==> src/rtl/serial_addsub.sv <==
// Digit-serial two's-complement adder/subtractor: DIGIT bits per cycle, LSB-first,
// valid/ready on both sides, registered result and status flags.
module serial_addsub #(
    parameter int WIDTH = 16,
    parameter int DIGIT = 4
) (
    input  logic             clk,
    input  logic             rst_n,
    input  logic             in_valid,
    output logic             in_ready,
    input  logic [WIDTH-1:0] a_in,
    input  logic [WIDTH-1:0] b_in,
    input  logic             sel_in,
    input  logic             abort_in,
    output logic             out_valid,
    input  logic             out_ready,
    output logic [WIDTH-1:0] res_o,
    output logic             cb_o,
    output logic             ovf_o,
    output logic             zero_o,
    output logic             neg_o
);

    localparam int NDIG = WIDTH / DIGIT;
    localparam int CW   = (NDIG > 1) ? $clog2(NDIG) : 1;

    localparam logic [1:0] IDLE = 2'd0;
    localparam logic [1:0] RUN  = 2'd1;
    localparam logic [1:0] DONE = 2'd2;

    logic [1:0]       state_q, state_d;
    logic [WIDTH-1:0] a_q, a_d;
    logic [WIDTH-1:0] b_q, b_d;
    logic [WIDTH-1:0] acc_q, acc_d;
    logic [WIDTH-1:0] res_q, res_d;
    logic [CW-1:0]    cnt_q, cnt_d;
    logic             carry_q, carry_d;
    logic             sa_q, sa_d;
    logic             sb_q, sb_d;
    logic             cb_q, cb_d;
    logic             ovf_q, ovf_d;
    logic             zero_q, zero_d;
    logic             neg_q, neg_d;

    logic [DIGIT:0]   slice_sum;
    logic [WIDTH-1:0] acc_next;
    logic             last_digit;

    always_comb begin
        // Operands shift right each RUN cycle; the finished slice enters the accumulator at the top
        slice_sum  = {1'b0, a_q[DIGIT-1:0]} + {1'b0, b_q[DIGIT-1:0]} + (DIGIT+1)'(carry_q);
        acc_next   = (acc_q >> DIGIT) | (WIDTH'(slice_sum[DIGIT-1:0]) << (WIDTH - DIGIT));
        last_digit = (cnt_q == CW'(NDIG - 1));

        state_d = state_q;
        a_d     = a_q;
        b_d     = b_q;
        acc_d   = acc_q;
        res_d   = res_q;
        cnt_d   = cnt_q;
        carry_d = carry_q;
        sa_d    = sa_q;
        sb_d    = sb_q;
        cb_d    = cb_q;
        ovf_d   = ovf_q;
        zero_d  = zero_q;
        neg_d   = neg_q;

        case (state_q)
            IDLE: begin
                if (in_valid) begin
                    a_d     = a_in;
                    b_d     = b_in ^ {WIDTH{sel_in}};
                    carry_d = sel_in;
                    sa_d    = a_in[WIDTH-1];
                    sb_d    = b_in[WIDTH-1] ^ sel_in;
                    cnt_d   = '0;
                    state_d = RUN;
                end
            end
            RUN: begin
                // Abort wins over completion so the visible result stays the last finished one
                if (abort_in) begin
                    state_d = IDLE;
                end else begin
                    a_d     = a_q >> DIGIT;
                    b_d     = b_q >> DIGIT;
                    carry_d = slice_sum[DIGIT];
                    acc_d   = acc_next;
                    cnt_d   = cnt_q + CW'(1);
                    if (last_digit) begin
                        state_d = DONE;
                        res_d   = acc_next;
                        cb_d    = slice_sum[DIGIT];
                        ovf_d   = (sa_q == sb_q) && (acc_next[WIDTH-1] != sa_q);
                        zero_d  = ~|acc_next;
                        neg_d   = acc_next[WIDTH-1];
                    end
                end
            end
            DONE: begin
                if (abort_in || out_ready) begin
                    state_d = IDLE;
                end
            end
            default: state_d = IDLE;
        endcase
    end

    always_ff @(posedge clk or negedge rst_n) begin
        if (!rst_n) begin
            state_q <= IDLE;
            a_q     <= '0;
            b_q     <= '0;
            acc_q   <= '0;
            res_q   <= '0;
            cnt_q   <= '0;
            carry_q <= 1'b0;
            sa_q    <= 1'b0;
            sb_q    <= 1'b0;
            cb_q    <= 1'b0;
            ovf_q   <= 1'b0;
            zero_q  <= 1'b0;
            neg_q   <= 1'b0;
        end else begin
            state_q <= state_d;
            a_q     <= a_d;
            b_q     <= b_d;
            acc_q   <= acc_d;
            res_q   <= res_d;
            cnt_q   <= cnt_d;
            carry_q <= carry_d;
            sa_q    <= sa_d;
            sb_q    <= sb_d;
            cb_q    <= cb_d;
            ovf_q   <= ovf_d;
            zero_q  <= zero_d;
            neg_q   <= neg_d;
        end
    end

    assign in_ready  = (state_q == IDLE);
    assign out_valid = (state_q == DONE);
    assign res_o     = res_q;
    assign cb_o      = cb_q;
    assign ovf_o     = ovf_q;
    assign zero_o    = zero_q;
    assign neg_o     = neg_q;

endmodule

==> config.mk <==
export PLATFORM = sky130hd
export DESIGN_NAME = serial_addsub
export DESIGN_NICKNAME = d
export VERILOG_FILES = /design/src/rtl/serial_addsub.sv
export SDC_FILE = /design/constraint.sdc
export NUM_CORES = 1
export LEC_CHECK = 0
export ABC_CLOCK_PERIOD_IN_PS = 2500
export CAP_MARGIN = 20
export CORE_MARGIN = 3
export CORE_UTILIZATION = 52
export DETAILED_ROUTE_END_ITERATION = 8
export PLACE_DENSITY = 0.85
export REMOVE_ABC_BUFFERS = 1
export SLEW_MARGIN = 20
export SYNTH_ARGS = -nofsm -noshare
export SYNTH_HDL_FRONTEND = slang
export SYNTH_SLANG_ARGS = --single-unit
export TNS_END_PERCENT = 10
==> constraint.sdc <==
create_clock -name clk -period 2.5 [get_ports clk]
set_input_delay 0.75 -clock clk [delete_from_list [all_inputs] [get_ports clk]]
set_output_delay 0.75 -clock clk [all_outputs]
set_load 0.1 [all_outputs]
==> results.py <==
metrics = {
    "power": {
        "p_comb_share_pct": 48.0,
        "clockPowerShare_pct": 14.8,
        "p_switching_mw": 2.450,
        "seqPwrFrac_pct": 37.3,
        "power_density_nw_per_um2": 1298,
        "switching_share_pct": 47.03,
        "p_int_mw": 2.760,
        "peakVddDrop_mv": 1.002,
        "leakagePower_nw": 1.927,
    },
    "clocking": {
        "cts_buffers": 9,
        "path_clk_slew_ps": 70,
        "cts.sink_count": 70,
        "cts-root-buf": "clkbuf_8",
        "clockBufferDepth": 2,
        "cts-resized-gates": 0,
        "cts_setup_buffers": 0,
        "insertion_delay_ps": 340,
        "cts_tree": "built",
        "h-tree-depth": 3,
        "hold_buffers": 0,
    },
    "global_routing": {
        "grt_pass1_vias": 2386,
        "track_usage_pct": 18.80,
        "grt_max_degree": 71,
        "grt_pass1_wl_um": 10760,
        "grt_overflow": 0,
        "grt_antenna_before_repair": 0,
    },
    "hold_path": {
        "hold_path_class": "in2async",
    },
    "place": {
        "io_buffers": 59,
        "gp_congestion": 0.8046,
        "post-place-ws_ps": -219.4,
        "placed_area_um2": 3831,
        "dpl.hpwl_um": 4381,
    },
    "setup_path": {
        "cp-end-kind": "flip-flop",
        "r2r-start": "a_q[0]$_DFFE_PN0P_",
        "r2r-end": "carry_q$_DFFE_PN0P_",
        "crit_path_start_kind": "flip-flop",
        "cp.required_ps": 2730,
        "crit_fanout": 2,
        "rr_worst_depth": 6,
        "path_class": "reg2reg",
        "r2r_slack_ps": 340,
        "worstPathArrival_ps": 2390,
    },
    "cells_and_area": {
        "nets": 437,
        "fillCellCount": 475,
        "drive_gt1_share_pct": 12.56,
        "fin_area_um2": 4013,
        "diodes": 0,
        "area_growth_pct": 25.13,
        "final_util_pct": 69.87,
    },
    "timing": {
        "setup_ws_ps": 344.5,
        "fmax_mhz": 463.9,
        "finalCritPeriodShare_pct": 86.22,
        "fin_crit_ps": 2156,
        "tightestPinTransition_ps": 538.8,
        "fin_skew_ps": 6.158,
        "rsz0062_at_grt": "no",
        "setup_viol": 0,
        "slew_violations": 0,
        "maxSlewHeadroom_pct": 64.08,
        "hold_viol": 0,
        "finalSetupTns_ps": 0,
    },
    "detailed_routing": {
        "wl_um": 6243,
        "vias": 2423,
        "drt_iter0_drc": 83,
        "first_pass_iters": 4,
        "via_per_inst": 5.155,
        "route.detailed.drc": 0,
        "postRouteAntennaNets": 0,
        "wl_per_cell_um": 13.28,
    },
    "logic_synthesis": {
        "yosysUniqueCellTypes": 38,
        "synth_fa_ha_area_share_pct": 2.809,
        "ys_ff_latch": 70,
        "synth_top_family_by_area": "simple AND/OR/NAND/NOR gates",
        "synth_mux_area_share_pct": 4.097,
        "postSynthCellCount": 333,
        "synth.yosys.seq_area_share_pct": 54.62,
        "postSynthAreaPerCell_um2": 9.630,
        "synth_area_um2": 3207,
        "synth-simple-area-share_pct": 19.20,
        "synth_compound_area_share_pct": 11.08,
        "synth_xor_area_share_pct": 4.643,
        "ys_warn_count": 0,
    },
    "die": {
        "die_y_um": 84.53,
        "die_x_um": 84.53,
        "core_area_um2": 5743,
        "io_pins": 60,
        "die_area_um2": 7145,
        "core.rowCount": 27,
        "start_util_pct": 55.84,
    },
    "outcome": {
        "run_status": "finished clean",
    },
    "flow_run": {
        "max_cap_viol_count": 0,
    },
}
worst max-delay path, stage by stage, from the launching register on:
cell     delay, ps
dfrtp_1        410
fa_1           480
fa_1           430
a21o_1         190
a21oi_1        250
a21oi_1        110
a21o_1         170
synth_stat cells:
cell type / instances / area share [%]
a21o_1: 2 / 0.47
a21oi_1: 18 / 2.8
a22o_1: 4 / 1.1
a31oi_1: 1 / 0.20
a32o_1: 1 / 0.31
and3_1: 2 / 0.39
buf_2: 11 / 1.7
buf_4: 4 / 0.94
clkbuf_1: 1 / 0.12
clkbuf_2: 2 / 0.31
clkbuf_4: 1 / 0.23
dfrtp_1: 70 / 55
fa_1: 2 / 1.2
ha_1: 4 / 1.6
inv_1: 2 / 0.23
mux2_2: 1 / 0.35
mux2i_1: 12 / 3.7
nand2_1: 109 / 13
nand2b_1: 2 / 0.39
nand3_1: 1 / 0.16
nand3b_1: 1 / 0.23
nor2_1: 16 / 1.9
nor2_2: 1 / 0.20
nor2b_1: 2 / 0.39
nor3b_4: 2 / 1.2
nor4_1: 2 / 0.39
nor4_2: 1 / 0.39
o211ai_1: 1 / 0.23
o21ai_0: 21 / 3.3
o21ai_1: 10 / 1.6
o21bai_1: 1 / 0.23
o22ai_1: 1 / 0.20
o31ai_1: 3 / 0.70
or2_1: 1 / 0.20
or2_2: 1 / 0.20
or4_1: 2 / 0.47
xnor2_1: 16 / 4.4
xor2_1: 1 / 0.27
area by class of cell:
class	instances	area, um2	share of cell area, %
Clock buffer	15	156.4	3.898
Clock inverter	1	5.005	0.1247
Inverter	2	7.507	0.1871
Multi-Input combinational cell	242	1354	33.74
Sequential cell	70	1752	43.65
Tap cell	72	90.09	2.245
Timing Repair Buffer	68	648.1	16.15
registers in the layout, summed over array words and instances (netlist names):
signal and flops:
carry_q 1, zero_o 1, res_o 16, sa_q 1, cb_o 1, acc_q 12
ovf_o 1, state_q 2, a_q 16, cnt_q 2, b_q 16, sb_q 1
metal layers:
layer / wire (um) / share of wire [%] / track usage [%]
met3: 297 / 4.8 / 3.337
met4: 164 / 2.6 / 9.928
met5: 0 / 0 / 0
met2: 2961 / 47 / 30.53
met1: 2819 / 45 / 24.04
metrics by stage:
| stage | power (mW) | cells | hold slack (ps) |
|---|---|---|---|
| final | 5.210 | 470 | 424.3 |
| after floorplan | 3.766 | 314 | 446.2 |
| after CTS | 5.231 | 469 | 438.3 |
| after global routing | 5.554 | 470 | 442.5 |
| after global placement | 4.338 | 453 | 458.7 |
| after detailed placement | 4.459 | 453 | 466.0 |
worst max-delay path by stage:
stage,startpoint,to,slack (ps),cells after the start
after global placement,abort_in,a_q[10]$_DFFE_PN0P_,-150,4
final,a_q[0]$_DFFE_PN0P_,carry_q$_DFFE_PN0P_,340,6
after floorplan,state_q[0]$_DFFE_PN0P_,acc_q[15]$_DFFE_PN0P_,-770,4
after global routing,a_q[0]$_DFFE_PN0P_,carry_q$_DFFE_PN0P_,250,6
after detailed placement,abort_in,b_q[5]$_DFFE_PN0P_,-220,4
after CTS,abort_in,b_q[2]$_DFFE_PN0P_,160,4
kinds of logic after synthesis:
kind of cell	Yosys count
compound gates	63
mux	13
xor+xnor	17
fa+ha+maj	6
buf+inv	21
simple gates	143
flops	70
placed cells by master, fill, tap and decap left out, types with 3 or more instances in the layout:
master           Yosys  routed
nand2_1            109     109
o21ai_1             10      10
dfrtp_1             70      70
mux2i_1             12      12
a22o_1               4       4
clkbuf_1             1       5
buf_4                4      27
xnor2_1             16      16
o31ai_1              3       3
a21oi_1             18      18
buf_12               0       4
clkdlybuf4s50_1      0      36
nor2_1              16      16
ha_1                 4       4
clkbuf_8             0      10
o21ai_0             21      21
power groups by stage:
stage | registers, mW | logic [mW] | clock network, mW
detailed placement | 1.96 | 2.50 | 0
finish | 1.94 | 2.50 | 0.768
floorplan | 2.76 | 1.00 | 0
CTS | 1.94 | 2.50 | 0.790
global placement | 1.93 | 2.41 | 0
global route | 2.01 | 2.70 | 0.837
(Power assumes the default switching activity.)
